===== config.mk =====
export PLATFORM = sky130hd
export DESIGN_NAME = fwd_hazard_unit_flat
export DESIGN_NICKNAME = d
export VERILOG_FILES = /design/src/rtl/fwd_hazard_if.sv /design/src/rtl/fwd_hazard_unit.sv /design/src/flat_wrapper.sv
export SDC_FILE = /design/constraint.sdc
export NUM_CORES = 1
export LEC_CHECK = 0
export ABC_AREA = 1
export BUFFER_PORTS_ARGS = -buffer_cell sky130_fd_sc_hd__buf_2
export CAP_MARGIN = 0
export CELL_PAD_IN_SITES_DETAIL_PLACEMENT = 1
export CELL_PAD_IN_SITES_GLOBAL_PLACEMENT = 2
export CORE_ASPECT_RATIO = 0.9
export CORE_MARGIN = 3
export CORE_UTILIZATION = 29
export CTS_CLUSTER_SIZE = 24
export DETAILED_ROUTE_END_ITERATION = 10
export GPL_TIMING_DRIVEN = 0
export PLACE_DENSITY = 0.81
export SYNTH_ARGS = -nofsm -noshare
export SYNTH_HDL_FRONTEND = slang
export SYNTH_SLANG_ARGS = --single-unit

===== constraint.sdc =====
create_clock -name clk -period 2.3 [get_ports clk]
set_input_delay 0 -clock clk [delete_from_list [all_inputs] [get_ports clk]]
set_output_delay 0 -clock clk [all_outputs]
set_load 0.05 [all_outputs]

===== src/rtl/fwd_hazard_if.sv =====
// Operand-forwarding / hazard bus between the pipeline control and fwd_hazard_unit.
// The master drives the pipeline state; the slave returns forwarding selects, stall and scoreboard.
interface fwd_hazard_if #(
  parameter int unsigned REG_AW  = 5,
  parameter int unsigned N_SRC   = 3,
  parameter int unsigned N_STAGE = 2,
  parameter int unsigned CNT_W   = 32
);
  localparam int unsigned SEL_W = $clog2(N_STAGE + 1);
  localparam int unsigned N_REG = 1 << REG_AW;

  // execute-side forwarding
  logic [N_SRC*REG_AW-1:0]   ex_src_idx;
  logic [N_SRC-1:0]          ex_src_valid;
  logic [N_STAGE*REG_AW-1:0] stg_rd;
  logic [N_STAGE-1:0]        stg_reg_write;
  logic [N_SRC*SEL_W-1:0]    fwd_sel;

  // decode-side hazard detection
  logic [N_SRC*REG_AW-1:0]   id_src_idx;
  logic [N_SRC-1:0]          id_src_valid;
  logic [REG_AW-1:0]         id_rd;
  logic                      id_rd_valid;
  logic                      ex_is_load;
  logic [REG_AW-1:0]         ex_rd;

  // multi-cycle scoreboard
  logic                      mc_issue;
  logic [REG_AW-1:0]         mc_issue_rd;
  logic                      mc_done;
  logic [REG_AW-1:0]         mc_done_rd;

  logic                      stall;
  logic [N_REG-1:0]          sb_pending;
  logic [CNT_W-1:0]          stall_cnt;
  logic                      stall_cnt_clr;

  modport master (
    output ex_src_idx, ex_src_valid, stg_rd, stg_reg_write,
    output id_src_idx, id_src_valid, id_rd, id_rd_valid, ex_is_load, ex_rd,
    output mc_issue, mc_issue_rd, mc_done, mc_done_rd, stall_cnt_clr,
    input  fwd_sel, stall, sb_pending, stall_cnt
  );

  modport slave (
    input  ex_src_idx, ex_src_valid, stg_rd, stg_reg_write,
    input  id_src_idx, id_src_valid, id_rd, id_rd_valid, ex_is_load, ex_rd,
    input  mc_issue, mc_issue_rd, mc_done, mc_done_rd, stall_cnt_clr,
    output fwd_sel, stall, sb_pending, stall_cnt
  );
endinterface


===== src/rtl/fwd_hazard_unit.sv =====
// Generalised operand forwarding, load-use stall detection and multi-cycle writeback scoreboard.
// Only the scoreboard bitmap and the stall counter are state; forwarding and stall are combinational.
module fwd_hazard_unit #(
  parameter int unsigned REG_AW  = 5,
  parameter int unsigned N_SRC   = 3,
  parameter int unsigned N_STAGE = 2,
  parameter int unsigned CNT_W   = 32
) (
  input logic         clk,
  input logic         reset_n,
  fwd_hazard_if.slave bus
);
  localparam int unsigned SEL_W = $clog2(N_STAGE + 1);
  localparam int unsigned N_REG = 1 << REG_AW;

  logic [N_SRC*SEL_W-1:0] fwd_sel_c;
  logic [N_REG-1:0]       sb_hit_c;
  logic                   lu_c;
  logic                   sb_c;
  logic                   stall_c;
  logic [N_REG-1:0]       sb_pending_q;
  logic [N_REG-1:0]       sb_pending_d;
  logic [CNT_W-1:0]       stall_cnt_q;
  logic [CNT_W-1:0]       stall_cnt_d;

  // Per-channel forwarding select; scanning from the oldest stage down lets the nearest match win.
  always_comb begin
    fwd_sel_c = '0;
    for (int c = 0; c < N_SRC; c++) begin
      logic [REG_AW-1:0] idx;
      logic [SEL_W-1:0]  sel;
      idx = bus.ex_src_idx[c*REG_AW +: REG_AW];
      sel = '0;
      if (bus.ex_src_valid[c] && (idx != '0)) begin
        for (int k = N_STAGE - 1; k >= 0; k--) begin
          if (bus.stg_reg_write[k] && (bus.stg_rd[k*REG_AW +: REG_AW] == idx)) begin
            sel = SEL_W'(k + 1);
          end
        end
      end
      fwd_sel_c[c*SEL_W +: SEL_W] = sel;
    end
  end

  // A same-cycle writeback releases the register (write-through); a same-cycle issue blocks it.
  always_comb begin
    sb_hit_c = '0;
    for (int r = 1; r < N_REG; r++) begin
      sb_hit_c[r] = (sb_pending_q[r] && !(bus.mc_done && (bus.mc_done_rd == REG_AW'(r)))) ||
                    (bus.mc_issue && (bus.mc_issue_rd == REG_AW'(r)));
    end
  end

  // Load-use and scoreboard (RAW on sources, WAW on rd) hazard detection.
  always_comb begin
    lu_c = 1'b0;
    sb_c = 1'b0;
    for (int c = 0; c < N_SRC; c++) begin
      logic [REG_AW-1:0] idx;
      idx = bus.id_src_idx[c*REG_AW +: REG_AW];
      if (bus.id_src_valid[c]) begin
        if (bus.ex_is_load && (bus.ex_rd != '0) && (idx == bus.ex_rd)) begin
          lu_c = 1'b1;
        end
        if (sb_hit_c[idx]) begin
          sb_c = 1'b1;
        end
      end
    end
    if (bus.id_rd_valid && sb_hit_c[bus.id_rd]) begin
      sb_c = 1'b1;
    end
    stall_c = lu_c | sb_c;
  end

  // Scoreboard next state: issue is applied after done so a simultaneous pair leaves the entry set.
  always_comb begin
    sb_pending_d = sb_pending_q;
    if (bus.mc_done && (bus.mc_done_rd != '0)) begin
      sb_pending_d[bus.mc_done_rd] = 1'b0;
    end
    if (bus.mc_issue && (bus.mc_issue_rd != '0)) begin
      sb_pending_d[bus.mc_issue_rd] = 1'b1;
    end
    sb_pending_d[0] = 1'b0;
  end

  // Saturating stall-cycle counter with synchronous clear taking priority.
  always_comb begin
    stall_cnt_d = stall_cnt_q;
    if (bus.stall_cnt_clr) begin
      stall_cnt_d = '0;
    end else if (stall_c && (stall_cnt_q != '1)) begin
      stall_cnt_d = stall_cnt_q + CNT_W'(1);
    end
  end

  always_ff @(posedge clk or negedge reset_n) begin
    if (!reset_n) begin
      sb_pending_q <= '0;
      stall_cnt_q  <= '0;
    end else begin
      sb_pending_q <= sb_pending_d;
      stall_cnt_q  <= stall_cnt_d;
    end
  end

  assign bus.fwd_sel    = fwd_sel_c;
  assign bus.stall      = stall_c;
  assign bus.sb_pending = sb_pending_q;
  assign bus.stall_cnt  = stall_cnt_q;

endmodule

===== src/flat_wrapper.sv =====
// flat-port wrapper written by rule: the top's interface ports become plain ports
module fwd_hazard_unit_flat 
#(
  parameter int unsigned REG_AW  = 5,
  parameter int unsigned N_SRC   = 3,
  parameter int unsigned N_STAGE = 2,
  parameter int unsigned CNT_W   = 32
)
  (clk, reset_n, bus_ex_src_idx, bus_ex_src_valid, bus_stg_rd, bus_stg_reg_write, bus_id_src_idx, bus_id_src_valid, bus_id_rd, bus_id_rd_valid, bus_ex_is_load, bus_ex_rd, bus_mc_issue, bus_mc_issue_rd, bus_mc_done, bus_mc_done_rd, bus_stall_cnt_clr, bus_fwd_sel, bus_stall, bus_sb_pending, bus_stall_cnt);
  fwd_hazard_if #(.REG_AW(REG_AW), .N_SRC(N_SRC), .N_STAGE(N_STAGE), .CNT_W(CNT_W)) bus_i ();
  input logic clk;
  input logic reset_n;
  input wire logic [$bits(bus_i.ex_src_idx)-1:0] bus_ex_src_idx;
  input wire logic [$bits(bus_i.ex_src_valid)-1:0] bus_ex_src_valid;
  input wire logic [$bits(bus_i.stg_rd)-1:0] bus_stg_rd;
  input wire logic [$bits(bus_i.stg_reg_write)-1:0] bus_stg_reg_write;
  input wire logic [$bits(bus_i.id_src_idx)-1:0] bus_id_src_idx;
  input wire logic [$bits(bus_i.id_src_valid)-1:0] bus_id_src_valid;
  input wire logic [$bits(bus_i.id_rd)-1:0] bus_id_rd;
  input wire logic [$bits(bus_i.id_rd_valid)-1:0] bus_id_rd_valid;
  input wire logic [$bits(bus_i.ex_is_load)-1:0] bus_ex_is_load;
  input wire logic [$bits(bus_i.ex_rd)-1:0] bus_ex_rd;
  input wire logic [$bits(bus_i.mc_issue)-1:0] bus_mc_issue;
  input wire logic [$bits(bus_i.mc_issue_rd)-1:0] bus_mc_issue_rd;
  input wire logic [$bits(bus_i.mc_done)-1:0] bus_mc_done;
  input wire logic [$bits(bus_i.mc_done_rd)-1:0] bus_mc_done_rd;
  input wire logic [$bits(bus_i.stall_cnt_clr)-1:0] bus_stall_cnt_clr;
  output wire logic [$bits(bus_i.fwd_sel)-1:0] bus_fwd_sel;
  output wire logic [$bits(bus_i.stall)-1:0] bus_stall;
  output wire logic [$bits(bus_i.sb_pending)-1:0] bus_sb_pending;
  output wire logic [$bits(bus_i.stall_cnt)-1:0] bus_stall_cnt;
  assign bus_i.ex_src_idx = bus_ex_src_idx;
  assign bus_i.ex_src_valid = bus_ex_src_valid;
  assign bus_i.stg_rd = bus_stg_rd;
  assign bus_i.stg_reg_write = bus_stg_reg_write;
  assign bus_i.id_src_idx = bus_id_src_idx;
  assign bus_i.id_src_valid = bus_id_src_valid;
  assign bus_i.id_rd = bus_id_rd;
  assign bus_i.id_rd_valid = bus_id_rd_valid;
  assign bus_i.ex_is_load = bus_ex_is_load;
  assign bus_i.ex_rd = bus_ex_rd;
  assign bus_i.mc_issue = bus_mc_issue;
  assign bus_i.mc_issue_rd = bus_mc_issue_rd;
  assign bus_i.mc_done = bus_mc_done;
  assign bus_i.mc_done_rd = bus_mc_done_rd;
  assign bus_i.stall_cnt_clr = bus_stall_cnt_clr;
  assign bus_fwd_sel = bus_i.fwd_sel;
  assign bus_stall = bus_i.stall;
  assign bus_sb_pending = bus_i.sb_pending;
  assign bus_stall_cnt = bus_i.stall_cnt;
  fwd_hazard_unit #(.REG_AW(REG_AW), .N_SRC(N_SRC), .N_STAGE(N_STAGE), .CNT_W(CNT_W)) u_core (.clk(clk), .reset_n(reset_n), .bus(bus_i));
endmodule

# Word level (Yosys, flattened, before mapping)
# Cells that the tools add are included.
# W data, S select, Z words.
[classes] add_sub_neg=1 order_cmp=8 eq_ne=72 mux=38 n_bitwise=4 n_reduce_logical=181
[op_table] op="$eq A5 B5 Y1 const B" n=32
[op_table] op="$mux W32" n=4
[op_table] op="$logic_and A1 B1 Y1" n=112
[op_table] op="$eq A5 B4 Y1 const B" n=16
[op_table] op="$eq A5 B5 Y1" n=9
[op_table] op="$eq A5 B3 Y1 const B" n=8
[op_table] op="$lt A5 B6 Y1 const B" n=6
[op_table] op="$add A32 B1 Y32 const B" n=1
[op_table] op="$and A32 B32 Y32" n=1
[op_table] op="$ne A32 B32 Y1 const B" n=1
[op_table] op="$not A32 Y32" n=1
[op_table] op="$or A32 B32 Y32" n=1
[op_table] op="$logic_not A1 Y1" n=31
[op_table] op="$logic_or A1 B1 Y1" n=31
[op_table] op="$reduce_bool A5 Y1" n=6
[op_table] op="$bmux W1 S5" n=4
[op_table] op="$eq A5 B2 Y1 const B" n=4
[op_table] op="$mux W1" n=19
[op_table] op="$mux W2" n=9
[op_table] op="$demux W1 S5" n=2
[op_table] op="$eq A5 B1 Y1 const B" n=2
[op_table] op="$ge A5 B1 Y1 const B" n=2
[op_table] op="$reduce_bool A2 Y1" n=1
[op_table] op="$or A1 B1 Y1" n=1
[word_totals] reg_bits=63 input_bits=75 output_inout_bits=71 word_cells=306

# Longest topological paths before layout
[logic_depth] ltp_word=18 depth_mapped=20 depth_no_buf=19

# Worst setup path before layout
# No wires, ideal clock.
[synth_timing] path_type="register to register" start="reg u_core.stall_cnt_q[4], in the netlist u_core.bus.stall_cnt[4]" end="reg u_core.stall_cnt_q[28], in the netlist u_core.bus.stall_cnt[28]" setup_time_ps=120 t_arrival_ps=2321 required_ps=2180 path_slack_ps=-140 stages_incl_launch_ff=13 path_buffers=1 synth_period_minus_slack_ps=2440 path_cell_list="dfrtp_1 -> inv_1 -> nor3_2 -> nand2_1 -> nor2_2 -> inv_2 -> nor2_2 -> nand4_1 -> nor4_2 -> nand3b_2 -> clkbuf_1 -> nand4_1 -> nand2_1"
[synth_between] elab_chain_len=3 word_cells_on_any_way=6 classes_between="1 x add/sub; 1 x eq/ne; 2 x mux; 2 x reduce/logical"
[synth_lines] item="start: declaration" line="fwd_hazard_unit.sv:23" text="logic [CNT_W-1:0] stall_cnt_q;"
[synth_lines] item="start signal: assignment" line="fwd_hazard_unit.sv:104" text="stall_cnt_q <= stall_cnt_d;"
[synth_lines] item="$add A32 B1 Y32 / $ne A32 B32 Y1 (equally long branches)" line="fwd_hazard_unit.sv:94, fwd_hazard_unit.sv:93"
[synth_lines] item="$mux W32 / $logic_and A1 B1 Y1 (equally long branches)" line="fwd_hazard_unit.sv:93" text="end else if (stall_c && (stall_cnt_q != '1)) begin"
[synth_lines] item="$mux W32 / $reduce_bool A2 Y1 (equally long branches)"
# Parallel ways exist; a longest one is shown, timed or not. The select of a mux whose other input is x is not followed.
# A chain may end at the register's enable or synchronous reset.

# Worst setup path after layout
[layout_timing] start="reg u_core.stall_cnt_q[1], in the netlist u_core.bus.stall_cnt[1]" end="reg u_core.stall_cnt_q[19], in the netlist u_core.bus.stall_cnt[19]"
# Same word-level chain as after synthesis.

==> impl_metrics.env <==
export IMPL_synth_area_top_cells="dfrtp_1 27%, nand2_1 20%, nand3_1 12%"
export IMPL_drive_gt1_share_pct=26.3
export IMPL_drv_cap=0
export IMPL_ys_flop_type="dfrtp_1"
export IMPL_grt_max_degree=64
export IMPL_cpPeakStageDelay_ns=0.42
export IMPL_worst_path_buf_inv=2
export IMPL_portBuffers=139
export IMPL_met3_length_um=1640
export IMPL_die_x_um=157
export IMPL_pwr_share_seq_pct=26.8
export IMPL_grt_pass1_vias=7088
export IMPL_post_place_cells=1334
export IMPL_synth_area_um2=5950
export IMPL_post_synth_inst_count=940
export IMPL_clock_latency_ns=0.34
export IMPL_final_core_util_pct=37.9
export IMPL_cts_htree_levels=3
export IMPL_cts_tree="built"
export IMPL_cpLargestDelayFamily="simple AND/OR/NAND/NOR gates"
export IMPL_synthDistinctLibCells=40
export IMPL_place_congestion=0.908
export IMPL_dr_pass1_iters=4
export IMPL_synth_seq_cells=63
export IMPL_num_vias=7195
export IMPL_cts_inserted_buffers=9
export IMPL_worstPathRequired_ns=2.58
export IMPL_rr_worst_depth=12
export IMPL_setup_tns_ns=0
export IMPL_post_dp_hpwl_um=20900
export IMPL_r2r_end="u_core.bus.stall_cnt[19]"
export IMPL_slew_viol_final=0
export IMPL_p_leak_uw=0.00393
export IMPL_cp_cell_sequence="ha_2, nand2_2, nor2_4, inv_2, nor2_4, nand4_1, nor4_4, nand3b_4, nand2_4, buf_8, nand3_2, nand2_1"
export IMPL_initial_core_util_pct=29.7
export IMPL_crit_top_cell="nor2_4"
export IMPL_syn_nets=1016
export IMPL_fmax_ghz=0.457
export IMPL_drc=0
export IMPL_skew_ns=0.00814
export IMPL_path_max_fanout=10
export IMPL_rsz0062_at_grt="true"
export IMPL_die_h_um=142
export IMPL_yosysWarnings=0
export IMPL_synth_avg_cell_area_um2=6.33
export IMPL_final_cells=1365
export IMPL_synth_largest_area_cell="dfrtp_1"
export IMPL_hold_path_end="u_core.bus.stall_cnt[15]"
export IMPL_finalSetupViolCount=0
export IMPL_critPathSlowestCell="dfrtp_2"
export IMPL_grt_first_pass_wirelength_um=40600
export IMPL_relSlewSlack_pct=40.8
export IMPL_clkPwrFrac_pct=32.5
export IMPL_clockBufferDepth=2
export IMPL_status="completed"
export IMPL_top_layer="met4"
export IMPL_min_from="bus_stall_cnt_clr"
export IMPL_n_antenna_cell=0
export IMPL_yosysTopAreaCellShare_pct=26.5
export IMPL_worst_slew_pin_slew_ns=0.887
export IMPL_synth_edf_count=0
export IMPL_async_flop_share_pct=100
export IMPL_yosysSeqAreaShare_pct=26.5
export IMPL_reg2reg_slack_ns=0.11
export IMPL_power_density_nw_per_um2=661
export IMPL_startpoint_type="flop"
export IMPL_fp_row_count=49
export IMPL_hold_viol=0
export IMPL_vias_per_cell=5.27
export IMPL_ctsRootBufferMaster="clkbuf_16"
export IMPL_cts_sinks=63
export IMPL_wl_per_cell_um=19.2
export IMPL_wl_met1_um=13100
export IMPL_p_switching_uw=2210
export IMPL_period_share_pct=95.0
export IMPL_finalWirelength_um=26300
export IMPL_vdd_drop_max_uv=280
export IMPL_drt_iter0_markers=455
export IMPL_path_clk_slew_ns=0.06
export IMPL_io_pins=146
export IMPL_swShare_pct=43.9
export IMPL_hp_class="in -> reg"
export IMPL_yosysMostFrequentCell="nand2_1"
export IMPL_hold_depth=4
export IMPL_layout_min_cycle_time_ns=2.19
export IMPL_wl_met2_um=11400
export IMPL_grt_use_total_pct=23.3
export IMPL_core_area_um2=20000
export IMPL_worstSetupPathType="reg -> reg"
export IMPL_overflow=0
export IMPL_internal_power_uw=2820
export IMPL_combPwrFrac_pct=40.7
export IMPL_synth_top_cells_by_count="314 x nand2_1, 147 x nand3_1, 82 x inv_1"
export IMPL_r2r_start="u_core.bus.stall_cnt[1]"
export IMPL_critPathCaptureType="flop"
export IMPL_syn_to_final_growth_pct=27.9
export IMPL_arrival_ns=2.46
export IMPL_dieArea_um2=22300
export IMPL_antenna_left=0
export IMPL_nNetsFinal=1181
export IMPL_antenna_found_initial=0
timing repair:
action	CTS	global route
endpoints found under the hold margin	63	0
gates resized for setup	21	38
pin swaps	5	7
hold buffers	1	0
setup endpoints to repair	33	33
setup buffers	4	10
cell type report:
| class | count | area [um2] |
|---|---|---|
| fill | 2667 | 12400 |
| multi-input combinational | 745 | 3960 |
| sequential | 63 | 1580 |
| timing repair buffer | 154 | 820 |
| inverter | 97 | 364 |
| tap | 255 | 319 |
| clock buffer | 9 | 225 |
| buffer | 35 | 213 |
| clock inverter | 7 | 120 |
layer usage:
metal	global-route usage [%]	vias up
met2	35.0	220
li1	-	3436
met4	3.82	0
met3	4.09	14
met5	0	-
met1	35.2	3525
logic make-up (layout without fill, tap and decap cells):
| group | after synthesis | after routing | share of synthesized area (%) |
|---|---|---|---|
| simple gates | 641 | 641 | 51.1 |
| xor+xnor | 51 | 51 | 7.51 |
| buf+inv | 132 | 302 | 9.34 |
| flops | 63 | 63 | 26.5 |
| other cells | 1 | 1 | 0.0630 |
| compound gates | 51 | 51 | 5.32 |
| fa+ha+maj | 1 | 1 | 0.210 |
cells in the final DEF, fill, tap and decap left out, drive strengths merged:
cell         Yosys  final
nand2          317    317
buf             24    177
nand3          177    177
inv             93     94
nor2            68     68
dfrtp           63     63
nand4           45     45
xor2            37     37
a21oi           21     21
clkbuf          11     20
nor3            16     16
xnor2           14     14
nor4            14     14
o211ai           8      8
o22ai            6      6
o21ai            6      6
clkinv           4      6
a221oi           5      5
bufinv           0      3
nand3b           3      3
and2             1      1
o41ai            1      1
o2111ai          1      1
o31ai            1      1
a21boi           1      1
a211oi           1      1
ha               1      1
conb             1      1
clkinvlp         0      1
dlygate4sd3      0      1
worst max path at each step:
stage	startpoint	endpoint	slack, ns	depth (start not counted)
2_1_floorplan	u_core.bus.stall_cnt[4]	u_core.bus.stall_cnt[28]	0.04	12
4_1_cts	u_core.bus.stall_cnt[2]	u_core.bus.stall_cnt[21]	0.003	13
3_3_place_gp	u_core.bus.stall_cnt[4]	u_core.bus.stall_cnt[2]	-0.35	12
3_5_place_dp	u_core.bus.stall_cnt[4]	u_core.bus.stall_cnt[2]	-0.34	12
5_1_grt	u_core.bus.stall_cnt[2]	u_core.bus.stall_cnt[2]	-0.04	13
6_report	u_core.bus.stall_cnt[1]	u_core.bus.stall_cnt[19]	0.11	12
worst register-to-register path, cell delays in order, from the launching register on:
cell      delay [ns]
dfrtp_2         0.42
ha_2            0.25
nand2_2         0.09
nor2_4          0.14
inv_2           0.07
nor2_4          0.13
nand4_1         0.16
nor4_4          0.26
nand3b_4        0.17
nand2_4         0.14
buf_8           0.17
nand3_2         0.07
nand2_1         0.07
through the flow:
step	setup slack [ns]	power, uW	instance area, um2	hold slack, ns
after floorplan	0.0361	2580	5960	-0.296
after global placement	-0.355	3260	6970	0.379
after detailed placement	-0.343	3280	6970	0.171
after CTS	0.00334	4940	7430	0.0226
after global routing	-0.0397	5270	7610	0.0792
final	0.114	5030	7610	0.0381
state kept, by name, indices dropped and copies added, names as in the netlist:
register,cells
u_core.bus.sb_pending,31
u_core.bus.stall_cnt,32
power groups by stage:
stage | Clock [uW] | Combinational, uW | Sequential (uW)
after floorplan | 0 | 763 | 1820
after global placement | 0 | 1880 | 1380
after detailed placement | 0 | 1900 | 1380
after CTS | 1660 | 1930 | 1360
after global routing | 1710 | 2190 | 1360
final | 1630 | 2050 | 1350
No activity file was read; power rests on OpenSTA's default activity.
